## src/rtl/mem_arbiter_pkg.sv

```systemverilog
// Shared definitions for the fetch/data memory arbiter: state and owner
// encodings plus the default latency and address width.
package mem_arbiter_pkg;

    localparam int MEM_LAT_DEF = 1;
    localparam int AW_DEF      = 32;
    localparam int CNT_W       = 4;

    typedef enum logic [1:0] {
        ST_IDLE   = 2'd0,
        ST_ACCESS = 2'd1,
        ST_WAIT   = 2'd2,
        ST_DONE   = 2'd3
    } arb_state_e;

    typedef enum logic {
        OWN_IF = 1'b0,
        OWN_D  = 1'b1
    } owner_e;

endpackage

```

## src/rtl/rr_pick2.sv

```systemverilog
// Two-requester round-robin picker: combinational grant, registered
// record of the last requester granted.
module rr_pick2
    import mem_arbiter_pkg::*;
(
    input  logic   clk,
    input  logic   rst_n,
    input  logic   req_if_i,
    input  logic   req_d_i,
    input  logic   advance_i,
    output logic   valid_o,
    output owner_e grant_o
);

    owner_e last_q;

    // On contention the requester that did not win last time is favoured.
    always_comb begin
        valid_o = req_if_i | req_d_i;
        if (req_if_i && req_d_i) begin
            grant_o = (last_q == OWN_D) ? OWN_IF : OWN_D;
        end else if (req_d_i) begin
            grant_o = OWN_D;
        end else begin
            grant_o = OWN_IF;
        end
    end

    // Starting from "fetch was last" makes data the first winner after reset.
    always_ff @(posedge clk or negedge rst_n) begin
        if (!rst_n) begin
            last_q <= OWN_IF;
        end else if (advance_i && valid_o) begin
            last_q <= grant_o;
        end
    end

endmodule

```

## src/rtl/mem_arbiter.sv

```systemverilog
// Arbitrates an instruction-fetch port and a load/store port onto one
// single-port memory with fixed read latency MEM_LAT.
module mem_arbiter
    import mem_arbiter_pkg::*;
#(
    parameter int MEM_LAT = MEM_LAT_DEF,
    parameter int AW      = AW_DEF
) (
    input  logic          clk,
    input  logic          reset,
    input  logic          if_req,
    input  logic [AW-1:0] if_addr,
    output logic          if_ready,
    output logic [31:0]   if_rdata,
    input  logic          d_req,
    input  logic          d_we,
    input  logic [AW-1:0] d_addr,
    input  logic [31:0]   d_wdata,
    output logic          d_ready,
    output logic [31:0]   d_rdata,
    output logic          mem_en,
    output logic          mem_we,
    output logic [AW-1:0] mem_addr,
    output logic [31:0]   mem_wdata,
    input  logic [31:0]   mem_rdata,
    output logic          busy
);

    arb_state_e       state_q, state_d;
    owner_e           owner_q, owner_d;
    owner_e           grant;
    logic             req_valid;
    logic             take;
    logic             we_q, we_d;
    logic [AW-1:0]    addr_q, addr_d;
    logic [31:0]      wdata_q, wdata_d;
    logic [CNT_W-1:0] cnt_q, cnt_d;
    logic [31:0]      if_rdata_q, if_rdata_d;
    logic [31:0]      d_rdata_q, d_rdata_d;

    assign take = (state_q == ST_IDLE);

    rr_pick2 u_pick (
        .clk       (clk),
        .rst_n     (reset),
        .req_if_i  (if_req),
        .req_d_i   (d_req),
        .advance_i (take),
        .valid_o   (req_valid),
        .grant_o   (grant)
    );

    always_comb begin
        // NOTE: every _d takes its hold value first, so no branch can leave one unassigned and infer a latch.
        state_d    = state_q;
        owner_d    = owner_q;
        we_d       = we_q;
        addr_d     = addr_q;
        wdata_d    = wdata_q;
        cnt_d      = cnt_q;
        if_rdata_d = if_rdata_q;
        d_rdata_d  = d_rdata_q;

        unique case (state_q)
            ST_IDLE: begin
                if (req_valid) begin
                    state_d = ST_ACCESS;
                    owner_d = grant;
                    if (grant == OWN_D) begin
                        we_d    = d_we;
                        addr_d  = d_addr;
                        wdata_d = d_wdata;
                    end else begin
                        we_d   = 1'b0;
                        addr_d = if_addr;
                    end
                end
            end
            ST_ACCESS: begin
                if (we_q) begin
                    state_d = ST_DONE;
                end else begin
                    state_d = ST_WAIT;
                    cnt_d   = CNT_W'(MEM_LAT);
                end
            end
            ST_WAIT: begin
                // Count 1 marks the cycle mem_rdata belongs to this access.
                cnt_d = cnt_q - CNT_W'(1);
                if (cnt_q == CNT_W'(1)) begin
                    state_d = ST_DONE;
                    if (owner_q == OWN_D) begin
                        d_rdata_d = mem_rdata;
                    end else begin
                        if_rdata_d = mem_rdata;
                    end
                end
            end
            ST_DONE: begin
                state_d = ST_IDLE;
            end
            default: begin
                state_d = ST_IDLE;
            end
        endcase
    end

    always_ff @(posedge clk or negedge reset) begin
        if (!reset) begin
            state_q    <= ST_IDLE;
            owner_q    <= OWN_IF;
            we_q       <= 1'b0;
            addr_q     <= '0;
            wdata_q    <= '0;
            cnt_q      <= '0;
            // NOTE: the read-data holders are plain flops, not a memory, so they reset with the rest.
            if_rdata_q <= '0;
            d_rdata_q  <= '0;
        end else begin
            // NOTE: non-blocking everywhere so every register sees pre-edge values.
            state_q    <= state_d;
            owner_q    <= owner_d;
            we_q       <= we_d;
            addr_q     <= addr_d;
            wdata_q    <= wdata_d;
            cnt_q      <= cnt_d;
            if_rdata_q <= if_rdata_d;
            d_rdata_q  <= d_rdata_d;
        end
    end

    assign busy      = (state_q != ST_IDLE);
    assign mem_en    = (state_q == ST_ACCESS);
    assign mem_we    = mem_en & we_q;
    assign mem_addr  = addr_q;
    assign mem_wdata = wdata_q;
    assign if_ready  = (state_q == ST_DONE) && (owner_q == OWN_IF);
    assign d_ready   = (state_q == ST_DONE) && (owner_q == OWN_D);
    assign if_rdata  = if_rdata_q;
    assign d_rdata   = d_rdata_q;

endmodule

```

## config.mk

```make
export PLATFORM = sky130hd
export DESIGN_NAME = mem_arbiter
export DESIGN_NICKNAME = d
export VERILOG_FILES = /design/src/rtl/mem_arbiter_pkg.sv /design/src/rtl/rr_pick2.sv /design/src/rtl/mem_arbiter.sv
export SDC_FILE = /design/constraint.sdc
export NUM_CORES = 1
export LEC_CHECK = 0
export BUFFER_PORTS_ARGS = -buffer_cell sky130_fd_sc_hd__buf_2
export CAP_MARGIN = 20
export CORE_MARGIN = 3
export CORE_UTILIZATION = 47
export CTS_CLUSTER_SIZE = 40
export DETAILED_ROUTE_END_ITERATION = 8
export PLACE_DENSITY = 0.81
export SYNTH_ARGS = -nofsm -noshare
export SYNTH_HDL_FRONTEND = slang
export SYNTH_HIERARCHICAL = 1
export SYNTH_SLANG_ARGS = --single-unit
```

## constraint.sdc

```tcl
create_clock -name clk -period 2.32 [get_ports clk]
set_clock_uncertainty 0.1 [all_clocks]
set_input_delay 0.116 -clock clk [delete_from_list [all_inputs] [get_ports clk]]
set_output_delay 0.116 -clock clk [all_outputs]
set_load 0.02 [all_outputs]
```

==> impl_metrics.env <==
export IMPL_power_density_nw_per_um2=1420
export IMPL_critPathKind="reg -> reg"
export IMPL_timing_rr_start="cnt_q[1]"
export IMPL_post_cts_buffers=0
export IMPL_dp_slack_ns=0.0384
export IMPL_area_growth_pct=61.1
export IMPL_clkLatencyLatePin_ns=0.41
export IMPL_reg2reg_slack_ns=0.09
export IMPL_synth_compound_area_share_pct=4.84
export IMPL_first_pass_iters=5
export IMPL_cts_tree="built"
export IMPL_die_y_um=116
export IMPL_ys_ff_latch=137
export IMPL_groute_usage_overall_pct=28.6
export IMPL_core_um2=11600
export IMPL_irDropWorstVdd_v=0.000804
export IMPL_min_period_ns=2.23
export IMPL_yosysWarnings=6
export IMPL_clockBufferDepth=2
export IMPL_hpwl_um=10800
export IMPL_hp_class="in -> async"
export IMPL_ys_seq_area_share_pct=60.3
export IMPL_layout_nets=945
export IMPL_synth_xor_area_share_pct=0
export IMPL_grt_pass1_wl_um=29000
export IMPL_yosys_cell_types_count=33
export IMPL_vias_per_cell=5.27
export IMPL_grt_max_degree=69
export IMPL_io_buffers=265
export IMPL_post_drt_wl_per_cell_um=20.2
export IMPL_clockRootBuffer="clkbuf_16"
export IMPL_fin_cells=963
export IMPL_initial_core_util_pct=48.9
export IMPL_final_max_slew_viol_count=0
export IMPL_path_max_fanout=16
export IMPL_endpoint_kind="flop"
export IMPL_rows=39
export IMPL_synth_mux_area_share_pct=27.0
export IMPL_outcome="completed"
export IMPL_layout_common_cells="buf_2 (264), dfrtp_1 (137), dlygate4sd3_1 (132)"
export IMPL_ios=266
export IMPL_grt_pass1_vias=5526
export IMPL_p_leak_nw=4.53
export IMPL_htreeDepth=4
export IMPL_cts_buffers=17
export IMPL_syn_nets=542
export IMPL_dieWidth_um=116
export IMPL_final_period_utilization_pct=96.1
export IMPL_cp_arrival_ns=2.42
export IMPL_drt_initial_drc_count=432
export IMPL_hold_viol_final=0
export IMPL_netlist_instances=403
export IMPL_drtAntennaViolNets=0
export IMPL_final_common_cell="buf_2"
export IMPL_crit_required_ns=2.51
export IMPL_wl_um=19500
export IMPL_critPathLaunch="cnt_q[1]"
export IMPL_synthSimpleGateAreaFrac_pct=3.81
export IMPL_drive_gt1_share_pct=49.6
export IMPL_place_inst=797
export IMPL_synthAdderAreaFrac_pct=1.32
export IMPL_start_kind="flop"
export IMPL_syn_avg_cell_area_um2=14.1
export IMPL_synth_top_family_by_area="multiplexers"
export IMPL_timing_hold_ws_ns=0.0624
export IMPL_place_gp_congestion=0.759
export IMPL_max_freq_mhz=448
export IMPL_fin_setup_tns_ns=0
export IMPL_drv_cap=0
export IMPL_numClockSinks=137
export IMPL_final_setup_worst_slack_ns=0.0901
export IMPL_antenna_found_initial=0
export IMPL_slew_headroom_pct=72.7
export IMPL_vias=5073
export IMPL_drc_errors=0
export IMPL_synth_area_um2=5680
export IMPL_rsz0062_at_grt="false"
export IMPL_path_clk_slew_ns=0.06
export IMPL_overflow=0
export IMPL_die_area_um2=13400
export IMPL_tightest_slew_ns=0.410
export IMPL_finalSetupViolCount=0
## final cells by class
cell class	instances	area [µm²]
clock buffers	19	443
diodes	1	2.50
flip-flops and latches	137	3430
inverters	9	33.8
repair buffers	407	2800
fillers	618	2460
clock inverters	13	145
multi-input cells	234	2130
well taps	143	179
## layer usage
metal / GRT usage (%) / vias to the layer above / routed length, µm
met5: 0 / - / 0
met4: 16.1 / 0 / 850
met3: 7.73 / 69 / 1510
met2: 50.4 / 318 / 10100
met1: 31.0 / 2462 / 7060
li1: - / 2224 / -
## Yosys cell counts
library cell / n / area [µm²]
mux2i_1: 33 / 330
a211o_1: 1 / 8.76
a21boi_0: 1 / 7.51
nor2b_1: 1 / 6.26
nor3_2: 1 / 10.0
a2bb2oi_1: 1 / 8.76
buf_6: 3 / 33.8
mux2_1: 2 / 22.5
or3_1: 1 / 6.26
a21oi_1: 34 / 170
nand4_1: 1 / 6.26
nor2_1: 33 / 124
or2_1: 1 / 6.26
inv_1: 9 / 33.8
nand4b_1: 1 / 8.76
nor3_1: 1 / 5.00
nand2_1: 4 / 15.0
and2_1: 2 / 12.5
clkbuf_1: 10 / 37.5
o21a_1: 1 / 7.51
o21ai_0: 7 / 35.0
mux2_4: 30 / 450
a211oi_1: 1 / 7.51
ha_1: 6 / 75.1
o211ai_1: 1 / 7.51
nand3_1: 1 / 5.00
buf_2: 8 / 40.0
a31oi_1: 2 / 12.5
mux2_2: 65 / 732
or3b_4: 1 / 11.3
o211a_1: 1 / 10.0
dfrtp_1: 137 / 3430
buf_1: 2 / 7.51
## metrics by stage
step	power [W]	cell area [µm²]	util, %
final	0.0130	9160	78.9
after global routing	0.0136	9160	78.8
after CTS	0.0127	9120	78.5
after detailed placement	0.00974	7210	62.1
after global placement	0.00950	7210	62.1
after floorplan	0.00775	5680	-
## worst paths after layout
| path | depth (start not counted) | endpoint |
|---|---|---|
| max in group asynchronous | 3 | mem_wdata[30] |
| worst min register to register | 1 | if_rdata[21] |
| worst max-delay path | 6 | d_rdata[12] |
| min in group clk | 4 | state_q[1] |
| worst min-delay path | 2 | d_rdata[4] |
| worst max register to register | 6 | d_rdata[12] |
## kinds of logic (layout without fill, tap and decap cells)
family                     Yosys count  count (layout)
DFF                                137             137
muxes                              130             130
AOI/OAI and AO/OA                   50              50
and+or+nand+nor                     48              48
buffers and inverters               32             448
adders and majority gates            6               6
other                                0               1
## state kept, by name (all words and copies together) (netlist names)
signal and count:
state_q 2, we_q 1, u_pick/last_q 1, if_rdata 32, owner_q 1, mem_wdata 32
d_rdata 32, mem_addr 32, cnt_q 4
## where the power goes
group / internal [W] / switching (W)
clock: 0.00162 / 0.00105
combinational: 0.00252 / 0.00340
sequential: 0.00361 / 0.000778
## what timing repair did
item	4_1_cts	5_1_grt
setup endpoints to repair	0	28
resized for setup	0	2
endpoints found under the hold margin	267	0
hold buffers	132	0
## critical path: stages (launching register included)
cell and delay (ns):
dfrtp_1 0.39, inv_1 0.10, ha_1 0.16, or3b_4 0.43, or3_4 0.39, clkbuf_16 0.22
mux2_4 0.31
Note: power is estimated with default switching activity, not from simulation.
